--- src/rtl/pipe_stage_pkg.sv ---
// Shared types for the elastic pipeline buffer.
// State encoding doubles as the held-beat count.
package pipe_stage_pkg;

  typedef enum logic [1:0] {
    PS_EMPTY = 2'd0,
    PS_ONE   = 2'd1,
    PS_TWO   = 2'd2
  } pipe_stage_state_e;

  localparam int unsigned PS_DEF_WIDTH = 41;

  function automatic logic [1:0] ps_occupancy(
    input pipe_stage_state_e s
  );
    logic [1:0] n;
    n = 2'd0;
    unique case (s)
      PS_ONE:  n = 2'd1;
      PS_TWO:  n = 2'd2;
      default: n = 2'd0;
    endcase
    return n;
  endfunction

endpackage

--- src/rtl/pipe_stage_slot.sv ---
// One payload register: clear-to-BUBBLE beats load beats hold.
// Ports: clk, reset (sync, high), load, clear, d -> q.
module pipe_stage_slot
  import pipe_stage_pkg::*;
#(
  parameter int unsigned      WIDTH  = PS_DEF_WIDTH,
  parameter logic [WIDTH-1:0] BUBBLE = '0
) (
  input  logic             clk,
  input  logic             reset,
  input  logic             load,
  input  logic             clear,
  input  logic [WIDTH-1:0] d,
  output logic [WIDTH-1:0] q
);

  logic [WIDTH-1:0] data_d;
  logic [WIDTH-1:0] data_q;

  always_comb begin
    data_d = data_q;
    if (clear) begin
      data_d = BUBBLE;
    end else if (load) begin
      data_d = d;
    end
  end

  always_ff @(posedge clk) begin
    if (reset) begin
      data_q <= BUBBLE;
    end else begin
      data_q <= data_d;
    end
  end

  assign q = data_q;

endmodule

--- src/rtl/pipe_stage_elastic.sv ---
// Elastic valid/ready pipeline buffer; PIPE_STAGE_SKID_EN adds skid slot.
// Ports: clk, reset, flush, in_*, out_*, occupancy (beats held).
module pipe_stage_elastic
  import pipe_stage_pkg::*;
#(
  parameter int unsigned      WIDTH  = PS_DEF_WIDTH,
  parameter logic [WIDTH-1:0] BUBBLE = '0
) (
  input  logic             clk,
  input  logic             reset,
  input  logic             flush,
  input  logic             in_valid,
  output logic             in_ready,
  input  logic [WIDTH-1:0] in_data,
  output logic             out_valid,
  input  logic             out_ready,
  output logic [WIDTH-1:0] out_data,
  output logic [1:0]       occupancy
);

  pipe_stage_state_e state_q;
  pipe_stage_state_e state_d;

  logic             in_fire;
  logic             out_fire;
  logic             main_load;
  logic             main_clear;
  logic [WIDTH-1:0] main_din;
  logic [WIDTH-1:0] main_q;

`ifdef PIPE_STAGE_SKID_EN
  logic             skid_load;
  logic             skid_clear;
  logic [WIDTH-1:0] skid_q;
`endif

  assign out_valid = (state_q != PS_EMPTY);

`ifdef PIPE_STAGE_SKID_EN
  // Registered ready: breaks the ready chain.
  assign in_ready = (state_q != PS_TWO);
`else
  assign in_ready = !out_valid || out_ready;
`endif

  assign in_fire  = in_valid && in_ready;
  assign out_fire = out_valid && out_ready;

  always_comb begin
    state_d    = state_q;
    main_load  = 1'b0;
    main_clear = 1'b0;
    main_din   = in_data;
`ifdef PIPE_STAGE_SKID_EN
    skid_load  = 1'b0;
    skid_clear = 1'b0;
`endif
    if (flush) begin
      // Offered beat is dropped; a beat
      // leaving this cycle is still done.
      state_d    = PS_EMPTY;
      main_clear = 1'b1;
`ifdef PIPE_STAGE_SKID_EN
      skid_clear = 1'b1;
`endif
    end else begin
      unique case (state_q)
        PS_EMPTY: begin
          if (in_fire) begin
            state_d   = PS_ONE;
            main_load = 1'b1;
          end
        end
        PS_ONE: begin
          unique case (1'b1)
            (in_fire && out_fire): begin
              main_load = 1'b1;
            end
`ifdef PIPE_STAGE_SKID_EN
            (in_fire && !out_fire): begin
              state_d   = PS_TWO;
              skid_load = 1'b1;
            end
`endif
            (!in_fire && out_fire): begin
              state_d    = PS_EMPTY;
              main_clear = 1'b1;
            end
            default: ;
          endcase
        end
`ifdef PIPE_STAGE_SKID_EN
        PS_TWO: begin
          // Skid is younger: promote it.
          if (out_fire) begin
            state_d    = PS_ONE;
            main_load  = 1'b1;
            main_din   = skid_q;
            skid_clear = 1'b1;
          end
        end
`endif
        default: begin
          state_d    = PS_EMPTY;
          main_clear = 1'b1;
        end
      endcase
    end
  end

  always_ff @(posedge clk) begin
    if (reset) begin
      state_q <= PS_EMPTY;
    end else begin
      state_q <= state_d;
    end
  end

  pipe_stage_slot #(
    .WIDTH  (WIDTH),
    .BUBBLE (BUBBLE)
  ) u_main (
    .clk   (clk),
    .reset (reset),
    .load  (main_load),
    .clear (main_clear),
    .d     (main_din),
    .q     (main_q)
  );

`ifdef PIPE_STAGE_SKID_EN
  pipe_stage_slot #(
    .WIDTH  (WIDTH),
    .BUBBLE (BUBBLE)
  ) u_skid (
    .clk   (clk),
    .reset (reset),
    .load  (skid_load),
    .clear (skid_clear),
    .d     (in_data),
    .q     (skid_q)
  );
`endif

  // Main slot is cleared on going empty,
  // so it reads BUBBLE when invalid.
  assign out_data  = main_q;
  assign occupancy = ps_occupancy(state_q);

endmodule

--- config.mk ---
export PLATFORM = sky130hd
export DESIGN_NAME = pipe_stage_elastic
export DESIGN_NICKNAME = d
export VERILOG_FILES = /design/src/rtl/pipe_stage_pkg.sv /design/src/rtl/pipe_stage_slot.sv /design/src/rtl/pipe_stage_elastic.sv
export SDC_FILE = /design/constraint.sdc
export NUM_CORES = 1
export LEC_CHECK = 0
export ABC_AREA = 1
export BUFFER_PORTS_ARGS = -buffer_cell sky130_fd_sc_hd__buf_2
export CAP_MARGIN = 20
export CORE_MARGIN = 4
export CORE_UTILIZATION = 41
export DETAILED_ROUTE_END_ITERATION = 10
export GPL_TIMING_DRIVEN = 0
export PLACE_DENSITY_LB_ADDON = 0.3
export RECOVER_POWER = 100
export SETUP_SLACK_MARGIN = 0.02
export SYNTH_ARGS = -nofsm -noshare
export SYNTH_HDL_FRONTEND = slang
export SYNTH_SLANG_ARGS = --single-unit
--- constraint.sdc ---
create_clock -name clk -period 1.1 [get_ports clk]
set_clock_uncertainty 0.2 [all_clocks]
set_input_delay 0.165 -clock clk [delete_from_list [all_inputs] [get_ports clk]]
set_output_delay 0.165 -clock clk [all_outputs]
set_load 0.02 [all_outputs]
==> flow_metrics.env <==
export IMPL_outcome="finished, violations left"
export IMPL_violations="hold timing, setup timing"
export IMPL_antenna_cells=0
export IMPL_fp_dieW_um=76.0
export IMPL_grt_use_met1_pct=24.3
export IMPL_period_needed_ns=1.41
export IMPL_avgSynthCellArea_sq_um=6.77
export IMPL_crit_chain="buf_4 > buf_4 > buf_6"
export IMPL_cp_start_kind="register"
export IMPL_grt_pass1_wl_mm=10.0
export IMPL_drtIter0Drc=88
export IMPL_synth_area_sq_um=1900
export IMPL_ys_warn_count=0
export IMPL_overflow=0
export IMPL_ys_ff_latch=42
export IMPL_min_path_type="in2reg"
export IMPL_fin_total_pwr_uw=3410
export IMPL_ioPinCount=91
export IMPL_crit_top_cell="buf_4"
export IMPL_ir_drop_v=0.000707
export IMPL_wl_per_cell_um=12.9
export IMPL_numCtsBuffers=5
export IMPL_critPathBufInv=3
export IMPL_core_area_sq_um=4410
export IMPL_worst_endpoint_arrival_ns=1.05
export IMPL_cts_sinks=42
export IMPL_postSynth_asyncResetShare_pct=0
export IMPL_synthCells=280
export IMPL_drcViolationCount=0
export IMPL_setup_viol=84
export IMPL_vias=2256
export IMPL_area_growth_pct=81.5
export IMPL_syn_num_nets=326
export IMPL_clkTransAtPathRegs_ns=0.08
export IMPL_powerDensity_nw_per_um2=991
export IMPL_cp_top_family="buffers and inverters"
export IMPL_p_leak_uw=0.00172
export IMPL_rrSetupSlack_ns=-0.28
export IMPL_slowest_delay_ns=0.36
export IMPL_cts_tree="done"
export IMPL_ys_types=15
export IMPL_gp_congestion=0.738
export IMPL_grt_usage_pct=20.4
export IMPL_grt_busiest_layer="met2"
export IMPL_cap_violations=0
export IMPL_vias_per_cell=4.71
export IMPL_period_share_pct=128
export IMPL_dieArea_sq_um=5780
export IMPL_hold_violations=1
export IMPL_setup_slack_ns=-0.311
export IMPL_clock_path_buffers=2
export IMPL_critPathRequiredTime_ns=0.73
export IMPL_wirelength_mm=6.19
export IMPL_rows=24
export IMPL_ant_nets=0
export IMPL_synth_top_flop_cell="dfxtp_1"
export IMPL_die_y_um=76.0
export IMPL_met3_usage_pct=6.26
export IMPL_fin_util_pct=78.0
export IMPL_synth_edf_count=0
export IMPL_grt_setup_unrepaired="true"
export IMPL_dp_hpwl_mm=3.36
export IMPL_nFillCells=304
export IMPL_clkLatencyLatePin_ns=0.29
export IMPL_drive_above_1_share_pct=49.2
export IMPL_path_class="reg2out"
export IMPL_synth_seq_area_share_pct=44.3
export IMPL_first_global_vias=2175
export IMPL_slowest_stage="dfxtp_4"
export IMPL_fin_area_sq_um=3440
export IMPL_slew_viol_final=0
export IMPL_holdWs_ns=-0.0416
export IMPL_grt_max_degree=13
export IMPL_end_kind="output port"
export IMPL_path_max_fanout=3
export IMPL_cts_root_buf="clkbuf_8"
export IMPL_fmax_mhz=709
export IMPL_drt_pass1_iter_count=4
export IMPL_nNetsFinal=472
export IMPL_placed_area_sq_um=2510
export IMPL_use_met2_pct=35.9
export IMPL_antenna_found_initial=0
export IMPL_htree_levels=2
export IMPL_start_util_pct=43.0
export IMPL_port_buffers=89
layer usage:
layer	vias up	wire length (um)
li1	1148	-
met1	1013	2550
met2	86	3150
met3	9	431
met4	0	52
met5	-	0
power breakdown:
part	internal, uW	total (uW)	leakage [uW]	switching, uW
clock	507	1020	0.0000482	509
sequential	1580	1620	0.000361	41.3
combinational	405	774	0.00132	369
state kept, by name, summed over array words and instances, names as in the netlist:
register,flops
u_main.q,41
state_q,1
cell usage in the layout, fill, tap and decap left out:
master and n:
dlygate4sd3_1 27, inv_2 1, inv_4 1, buf_8 4, a21oi_2 21, nand2_2 1
a21oi_1 20, clkbuf_8 6, inv_1 42, buf_2 53, nand2_1 41, nand3_1 42
nand2_4 1, clkbuf_1 1, clkbuf_2 2, dfxtp_4 1, dfxtp_2 41, nor2_1 42
a21boi_1 1, buf_4 25, nor2_4 1, buf_12 1, clkinv_2 1, buf_6 50
conb_1 1
stage by stage:
step | instances | setup TNS, ns | setup slack, ns | hold WS (ns)
2_1_floorplan | 280 | -3.70 | -0.0969 | 0.130
3_3_place_gp | 421 | -6.92 | -0.200 | 0.250
3_5_place_dp | 421 | -7.18 | -0.212 | 0.254
4_1_cts | 469 | -11.87 | -0.329 | -0.0559
5_1_grt | 479 | -15.20 | -0.350 | -0.0429
6_report | 479 | -11.67 | -0.311 | -0.0416
cell usage after synthesis, types with 2 or more instances:
| library cell | instances | share of area [%] |
|---|---|---|
| nand2_1 | 42 | 8.3 |
| dfxtp_1 | 42 | 44 |
| buf_4 | 5 | 2.0 |
| inv_2 | 2 | 0.40 |
| nor2_1 | 42 | 8.3 |
| a21oi_1 | 41 | 11 |
| buf_2 | 15 | 4.0 |
| inv_1 | 42 | 8.3 |
| clkbuf_1 | 2 | 0.40 |
| nand3_1 | 42 | 11 |
timing repair:
| action | in CTS | in global routing |
|---|---|---|
| gates resized for setup | 132 | 18 |
| hold buffers | 25 | 2 |
| setup buffers | 15 | 7 |
| gates cloned | 0 | 1 |
| pin swaps | 1 | 1 |
| hold endpoints to repair | 26 | 2 |
| endpoints found under the setup margin | 86 | 86 |
final cells by class:
type                       count  area [sq um]  share of cell area (%)
sequential                    42           896                    26.0
multi-input combinational    171           846                    24.6
tap                           52          65.1                    1.89
timing repair buffer         139          1170                    33.9
inverter                      44           168                    4.87
buffer                        23           209                    6.07
clock inverter                 1          5.00                   0.145
clock buffer                   7          86.3                    2.51
worst min-delay path: cells and delay by family:
| kind | cells | cell delay (ns) |
|---|---|---|
| buf+inv | 1 | 0.08 |
| simple gates | 1 | 0.05 |
| compound gates | 1 | 0.12 |
worst paths after layout:
check,from,end,depth (start not counted)
max reg2reg,state_q[0],u_main.q[15],7
max,state_q[0],occupancy[0],3
min reg2reg,u_main.q[11],u_main.q[11],2
min,reset,state_q[0],3
cells by family (layout without fill, tap and decap cells):
| group | Yosys count | in the layout | share of synthesized area (%) |
|---|---|---|---|
| simple gates | 128 | 128 | 28.6 |
| buf+inv | 67 | 214 | 15.6 |
| compound gates | 42 | 42 | 11.2 |
| flops | 42 | 42 | 44.3 |
| other cells | 1 | 1 | 0.198 |
Note: power is estimated with default switching activity, not from simulation.
